File: src/rtl/ksa_pipe_param.sv
// ksa_pipe_param
// Fully pipelined Kogge-Stone adder/subtractor, parametrised by operand width.
// Every prefix level is a separate clocked stage, so a new operand pair can be
// accepted on every enabled cycle. Results leave LEVELS+2 enabled edges after
// the operands are sampled.
//
// Parameters
//   WIDTH          operand width in bits (2..64, need not be a power of two)
// Ports
//   GCLK_Pad       clock, rising edge
//   rstn_Pad       synchronous active-low reset (wins over en_Pad)
//   en_Pad         pipeline advance enable; 0 freezes every register
//   in_valid_Pad   a/b/cin/sub qualify this cycle
//   sub_Pad        0: a+b+cin, 1: a+~b+1 (cin_Pad ignored)
//   a_Pad, b_Pad   operands
//   cin_Pad        carry-in for add mode
//   sum_Pad        result (keeps last valid value across bubbles)
//   cout_Pad       carry out of the MSB (sub mode: 1 = no borrow)
//   ovf_Pad        two's-complement overflow
//   out_valid_Pad  sum/cout/ovf carry a new result
module ksa_pipe_param #(
   parameter int WIDTH = 4
) (
   input  logic             GCLK_Pad,
   input  logic             rstn_Pad,
   input  logic             en_Pad,
   input  logic             in_valid_Pad,
   input  logic             sub_Pad,
   input  logic [WIDTH-1:0] a_Pad,
   input  logic [WIDTH-1:0] b_Pad,
   input  logic             cin_Pad,
   output logic [WIDTH-1:0] sum_Pad,
   output logic             cout_Pad,
   output logic             ovf_Pad,
   output logic             out_valid_Pad
);

   // Derived; not meant to be overridden.
   localparam int LEVELS = $clog2(WIDTH);

   // Input capture stage
   logic [WIDTH-1:0] a_r;
   logic [WIDTH-1:0] b_r;
   logic             cin_r;
   logic             v0_r;

   // Prefix stages: index 0 holds generate/propagate, index k holds level k.
   // gg = group generate, gp = group propagate, p = original bit propagate.
   logic [WIDTH-1:0] gg_r [0:LEVELS];
   logic [WIDTH-1:0] gp_r [0:LEVELS];
   logic [WIDTH-1:0] p_r  [0:LEVELS];
   logic             c_r  [0:LEVELS];
   logic             v_r  [0:LEVELS];

   logic [WIDTH-1:0] g0_s;
   logic [WIDTH-1:0] p0_s;
   logic [WIDTH-1:0] gg_s [1:LEVELS];
   logic [WIDTH-1:0] gp_s [1:LEVELS];

   logic [WIDTH-1:0] sum_s;
   logic             cout_s;
   logic             ovf_s;

   // Operand capture: subtract is folded in as inverted B plus a forced carry-in.
   always_ff @(posedge GCLK_Pad) begin
      if (!rstn_Pad) begin
         a_r   <= '0;
         b_r   <= '0;
         cin_r <= 1'b0;
         v0_r  <= 1'b0;
      end else if (en_Pad) begin
         a_r   <= a_Pad;
         b_r   <= b_Pad ^ {WIDTH{sub_Pad}};
         cin_r <= sub_Pad | cin_Pad;
         v0_r  <= in_valid_Pad;
      end else begin
         a_r   <= a_r;
         b_r   <= b_r;
         cin_r <= cin_r;
         v0_r  <= v0_r;
      end
   end

   // Bit generate/propagate; carry-in enters as part of bit 0's generate so
   // every later G[i] is the true carry out of bit i.
   always_comb begin
      p0_s    = a_r ^ b_r;
      g0_s    = a_r & b_r;
      g0_s[0] = (a_r[0] & b_r[0]) | (p0_s[0] & cin_r);
   end

   // First pipeline register after capture
   always_ff @(posedge GCLK_Pad) begin
      if (!rstn_Pad) begin
         gg_r[0] <= '0;
         gp_r[0] <= '0;
         p_r[0]  <= '0;
         c_r[0]  <= 1'b0;
         v_r[0]  <= 1'b0;
      end else if (en_Pad) begin
         gg_r[0] <= g0_s;
         gp_r[0] <= p0_s;
         p_r[0]  <= p0_s;
         c_r[0]  <= cin_r;
         v_r[0]  <= v0_r;
      end else begin
         gg_r[0] <= gg_r[0];
         gp_r[0] <= gp_r[0];
         p_r[0]  <= p_r[0];
         c_r[0]  <= c_r[0];
         v_r[0]  <= v_r[0];
      end
   end

   for (genvar k = 1; k <= LEVELS; k++) begin : g_lvl
      localparam int DIST = 1 << (k - 1);

      for (genvar i = 0; i < WIDTH; i++) begin : g_bit
         if (i >= DIST) begin : g_comb
            assign gg_s[k][i] = gg_r[k-1][i] | (gp_r[k-1][i] & gg_r[k-1][i-DIST]);
            assign gp_s[k][i] = gp_r[k-1][i] & gp_r[k-1][i-DIST];
         end else begin : g_pass
            // Partner lies below bit 0: combine with identity (G=0, P=1).
            assign gg_s[k][i] = gg_r[k-1][i];
            assign gp_s[k][i] = gp_r[k-1][i];
         end
      end

      // Prefix level k register; original p, carry-in and valid ride along
      always_ff @(posedge GCLK_Pad) begin
         if (!rstn_Pad) begin
            gg_r[k] <= '0;
            gp_r[k] <= '0;
            p_r[k]  <= '0;
            c_r[k]  <= 1'b0;
            v_r[k]  <= 1'b0;
         end else if (en_Pad) begin
            gg_r[k] <= gg_s[k];
            gp_r[k] <= gp_s[k];
            p_r[k]  <= p_r[k-1];
            c_r[k]  <= c_r[k-1];
            v_r[k]  <= v_r[k-1];
         end else begin
            gg_r[k] <= gg_r[k];
            gp_r[k] <= gp_r[k];
            p_r[k]  <= p_r[k];
            c_r[k]  <= c_r[k];
            v_r[k]  <= v_r[k];
         end
      end
   end

   // Sum uses the carry into each bit; ovf compares carry into and out of the MSB.
   assign sum_s  = p_r[LEVELS] ^ {gg_r[LEVELS][WIDTH-2:0], c_r[LEVELS]};
   assign cout_s = gg_r[LEVELS][WIDTH-1];
   assign ovf_s  = gg_r[LEVELS][WIDTH-2] ^ gg_r[LEVELS][WIDTH-1];

   // Output register: only a valid result replaces sum/cout/ovf
   always_ff @(posedge GCLK_Pad) begin
      if (!rstn_Pad) begin
         sum_Pad       <= '0;
         cout_Pad      <= 1'b0;
         ovf_Pad       <= 1'b0;
         out_valid_Pad <= 1'b0;
      end else if (en_Pad) begin
         out_valid_Pad <= v_r[LEVELS];
         if (v_r[LEVELS]) begin
            sum_Pad  <= sum_s;
            cout_Pad <= cout_s;
            ovf_Pad  <= ovf_s;
         end else begin
            sum_Pad  <= sum_Pad;
            cout_Pad <= cout_Pad;
            ovf_Pad  <= ovf_Pad;
         end
      end else begin
         sum_Pad       <= sum_Pad;
         cout_Pad      <= cout_Pad;
         ovf_Pad       <= ovf_Pad;
         out_valid_Pad <= out_valid_Pad;
      end
   end

endmodule

File: config.mk
export PLATFORM = sky130hd
export DESIGN_NAME = ksa_pipe_param
export DESIGN_NICKNAME = d
export VERILOG_FILES = /design/src/rtl/ksa_pipe_param.sv
export SDC_FILE = /design/constraint.sdc
export NUM_CORES = 1
export LEC_CHECK = 0
export BUFFER_PORTS_ARGS = -buffer_cell sky130_fd_sc_hd__buf_2
export CAP_MARGIN = 20
export CORE_ASPECT_RATIO = 1.25
export CORE_UTILIZATION = 55
export CTS_BUF_LIST = sky130_fd_sc_hd__clkbuf_16
export DETAILED_ROUTE_END_ITERATION = 10
export GPL_ROUTABILITY_DRIVEN = 1
export PLACE_DENSITY = 0.74
export SETUP_SLACK_MARGIN = 0.4
export SYNTH_ARGS = -nofsm -noshare
export SYNTH_HDL_FRONTEND = slang
export SYNTH_SLANG_ARGS = --single-unit
File: constraint.sdc
create_clock -name GCLK_Pad -period 2.61 [get_ports GCLK_Pad]
set_input_delay 0 -clock GCLK_Pad [delete_from_list [all_inputs] [get_ports GCLK_Pad]]
set_output_delay 0 -clock GCLK_Pad [all_outputs]
set_load 0.02 [all_outputs]
==> impl_metrics.json <==
{
  "status": "finished, final reports clean",
  "syn_nets": 168,
  "clk_pin_slew_ns": 0.06,
  "ys_ff_latch": 49,
  "slew_viol_final": 0,
  "seqPwrFrac": 0.559,
  "seq_area_frac_synth": 0.6718,
  "synth_fa_ha_area_frac": 0.02584,
  "ant_nets": 0,
  "clockRootBuffer": "clkbuf_16",
  "nets": 193,
  "die_h_um": 68.35,
  "cts.sinks": 49,
  "ir_drop_mv": 0.6416,
  "reg2reg_from": "v_r[2]",
  "diodes": 0,
  "drt_iter0_markers": 22,
  "postLayoutCoreUtil": 0.6838,
  "cp.required_ns": 2.80,
  "skew_ns": 0.005049,
  "worstPathArrival_ns": 1.32,
  "coreArea_sq_mm": 0.003281,
  "place_ws_ns": 1.377,
  "whs_endpoint": "b_r[1]",
  "syn_avg_cell_area_sq_um": 12.91,
  "yosysWarnings": 0,
  "min_from": "b_Pad[1]",
  "synth-compound-area-share": 0.08140,
  "start_util": 0.5904,
  "cts_buffers": 5,
  "p_leak_nw": 0.9662,
  "rr_worst_depth": 2,
  "yosysMostFrequentCell": "edfxtp_1",
  "cts_buffer_depth": 2,
  "synth_cells": 150,
  "firstDrtPassIters": 3,
  "insertion_delay_ns": 0.28,
  "start_kind": "flop",
  "cts_tree": "built",
  "tightest_slew_ns": 0.4786,
  "switchingPower_uw": 334.8,
  "r2r_slack_ns": 1.49,
  "holdBufCountCts": 6,
  "h-tree-depth": 2,
  "dr_total_vias": 1166,
  "p_total_mw": 1.614,
  "yosys.area.top_type": "edfxtp_1",
  "postCtsSetupRepairBufs": 0,
  "area_delta_synth_final_pct": 15.83,
  "die_area_sq_mm": 0.003764,
  "hold_viol": 0,
  "crit_type": "reg2reg",
  "syn-cell-area_sq_mm": 0.001937,
  "internal_power_mw": 1.279,
  "rsz0062_at_grt": "false",
  "hold_depth": 3,
  "multi_input_area_sq_um": 579.3,
  "ys_types": 22,
  "synth-xor-area-share": 0.04070,
  "cp_max_fo": 9,
  "regArea_sq_mm": 0.001301,
  "async_flop_share": 0,
  "io_buffers": 20,
  "netSwitchingFraction": 0.2075,
  "power_frac_clock": 0.367,
  "hp-class": "in2reg",
  "max_freq_mhz": 889.1,
  "finalSetupViolations": 0,
  "dpl.hpwl_mm": 1.930,
  "end_kind": "flop",
  "drt-total-wl_mm": 2.885,
  "drive_gt1_frac": 0.1648,
  "reg2reg_to": "sum_Pad[0]",
  "max_cap_viol_count": 0,
  "gp_congestion": 0.6912,
  "die_x_um": 55.08,
  "maxSlewHeadroom": 0.6806,
  "wire_per_inst_um": 13.54,
  "io_pins": 21,
  "overflow": 0,
  "rows": 23,
  "drc": 0,
  "power_frac_comb": 0.074,
  "synth_area_leaders": "edfxtp_1 50%, dfxtp_1 18%, and3_1 5.2%",
  "grt_max_degree": 42,
  "yosys-top-cells-count": "32 x edfxtp_1, 17 x a21oi_1, 17 x dfxtp_1",
  "synth_top_area_share": 0.4961,
  "power_density_mw_per_mm2": 719.4,
  "antenna_found_initial": 0,
  "grt_pass1_vias": 1114,
  "setup_ws_ns": 1.485,
  "grt_usage": 0.1817,
  "fill_cells": 257,
  "grt_pass1_wl_mm": 4.650,
  "setup-tns-final_ns": 0,
  "synth-edff-count": 32,
  "ys.flop_type": "edfxtp_1",
  "routed_via_density": 5.474,
  "min_period_ns": 1.125,
  "post_cts_resized": 0,
  "synth-simple-area-share": 0.1202,
  "period_share": 0.4310,
  "synth_top_family_by_area": "simple AND/OR/NAND/NOR gates",
  "synthMuxAreaShare": 0.03101
}
==> final cells by class <==
type | instances | share of cell area
Multi-Input combinational cell | 90 | 0.2582
Clock inverter | 3 | 0.005577
Sequential cell | 49 | 0.5800
Inverter | 1 | 0.001673
Clock buffer | 5 | 0.05577
Timing Repair Buffer | 28 | 0.07808
Tap cell | 37 | 0.02064
==> cell usage in the layout (no fill, tap or decap) <==
cell type	count
a211oi_1	5
mux2i_1	6
nand3_1	1
nor2_1	13
clkbuf_16	5
ha_1	4
xnor2_1	9
a21oi_1	17
a21bo_2	1
clkinv_1	2
o21ai_0	5
and2_0	1
edfxtp_1	32
buf_4	2
inv_1	1
clkinv_2	1
and3_1	16
buf_2	20
and2_1	10
nand2b_1	1
dfxtp_1	17
nand2_1	1
dlygate4sd3_1	6
==> cells by family after synthesis <==
group	count (synthesis)
buffers and inverters	11
AND/OR/NAND/NOR	43
XOR/XNOR	9
flip-flops	49
AO/OA/AOI/OAI	28
adder cells (fa/ha/maj)	4
multiplexers	6
==> critical path, cell delays in order, from the launching register on <==
cell and delay, ns:
edfxtp_1 0.51, and2_0 0.29, a211oi_1 0.24
==> metal layers <==
metal	vias up	global-route usage	routed length [um]
met5	-	0	0
met4	0	0.07500	49
met3	6	0.04889	99
met2	24	0.3449	1605
met1	549	0.1765	1130
li1	587	-	-
==> sequential cells by signal, summed over array words and instances (netlist names), 2 cells and up <==
name     count
gp_r         2
a_r          4
gg_r        12
sum_Pad      4
b_r          4
p_r         12
c_r          3
v_r          3
==> worst max path at each step <==
| stage | to | slack (ns) | from | cells after the start |
|---|---|---|---|---|
| CTS | sum_Pad[2] | 1.49 | v_r[2] | 2 |
| detailed placement | gg_r[0][3] | 1.38 | rstn_Pad | 3 |
| global placement | gg_r[0][3] | 1.48 | rstn_Pad | 3 |
| finish | sum_Pad[0] | 1.49 | v_r[2] | 2 |
| global route | sum_Pad[0] | 1.40 | v_r[2] | 2 |
| floorplan | c_r[0] | 1.20 | en_Pad | 2 |
==> power by group through the flow <==
stage	combinational, mW	clock (mW)	sequential [mW]
floorplan	0.0794	0	0.918
global placement	0.109	0	0.916
detailed placement	0.114	0	0.919
CTS	0.121	0.606	0.903
global route	0.135	0.635	0.909
finish	0.119	0.592	0.902
==> metrics by stage <==
step                      hold WS [ns]  instance area (sq um)  cells
after global placement          0.2341                   2046    199
after global routing           0.02262                   2243    213
after floorplan                 0.1468                   1937    150
after CTS                     0.005221                   2243    213
after detailed placement        0.2520                   2046    199
final                         0.006641                   2243    213
(Power assumes the default switching activity.)
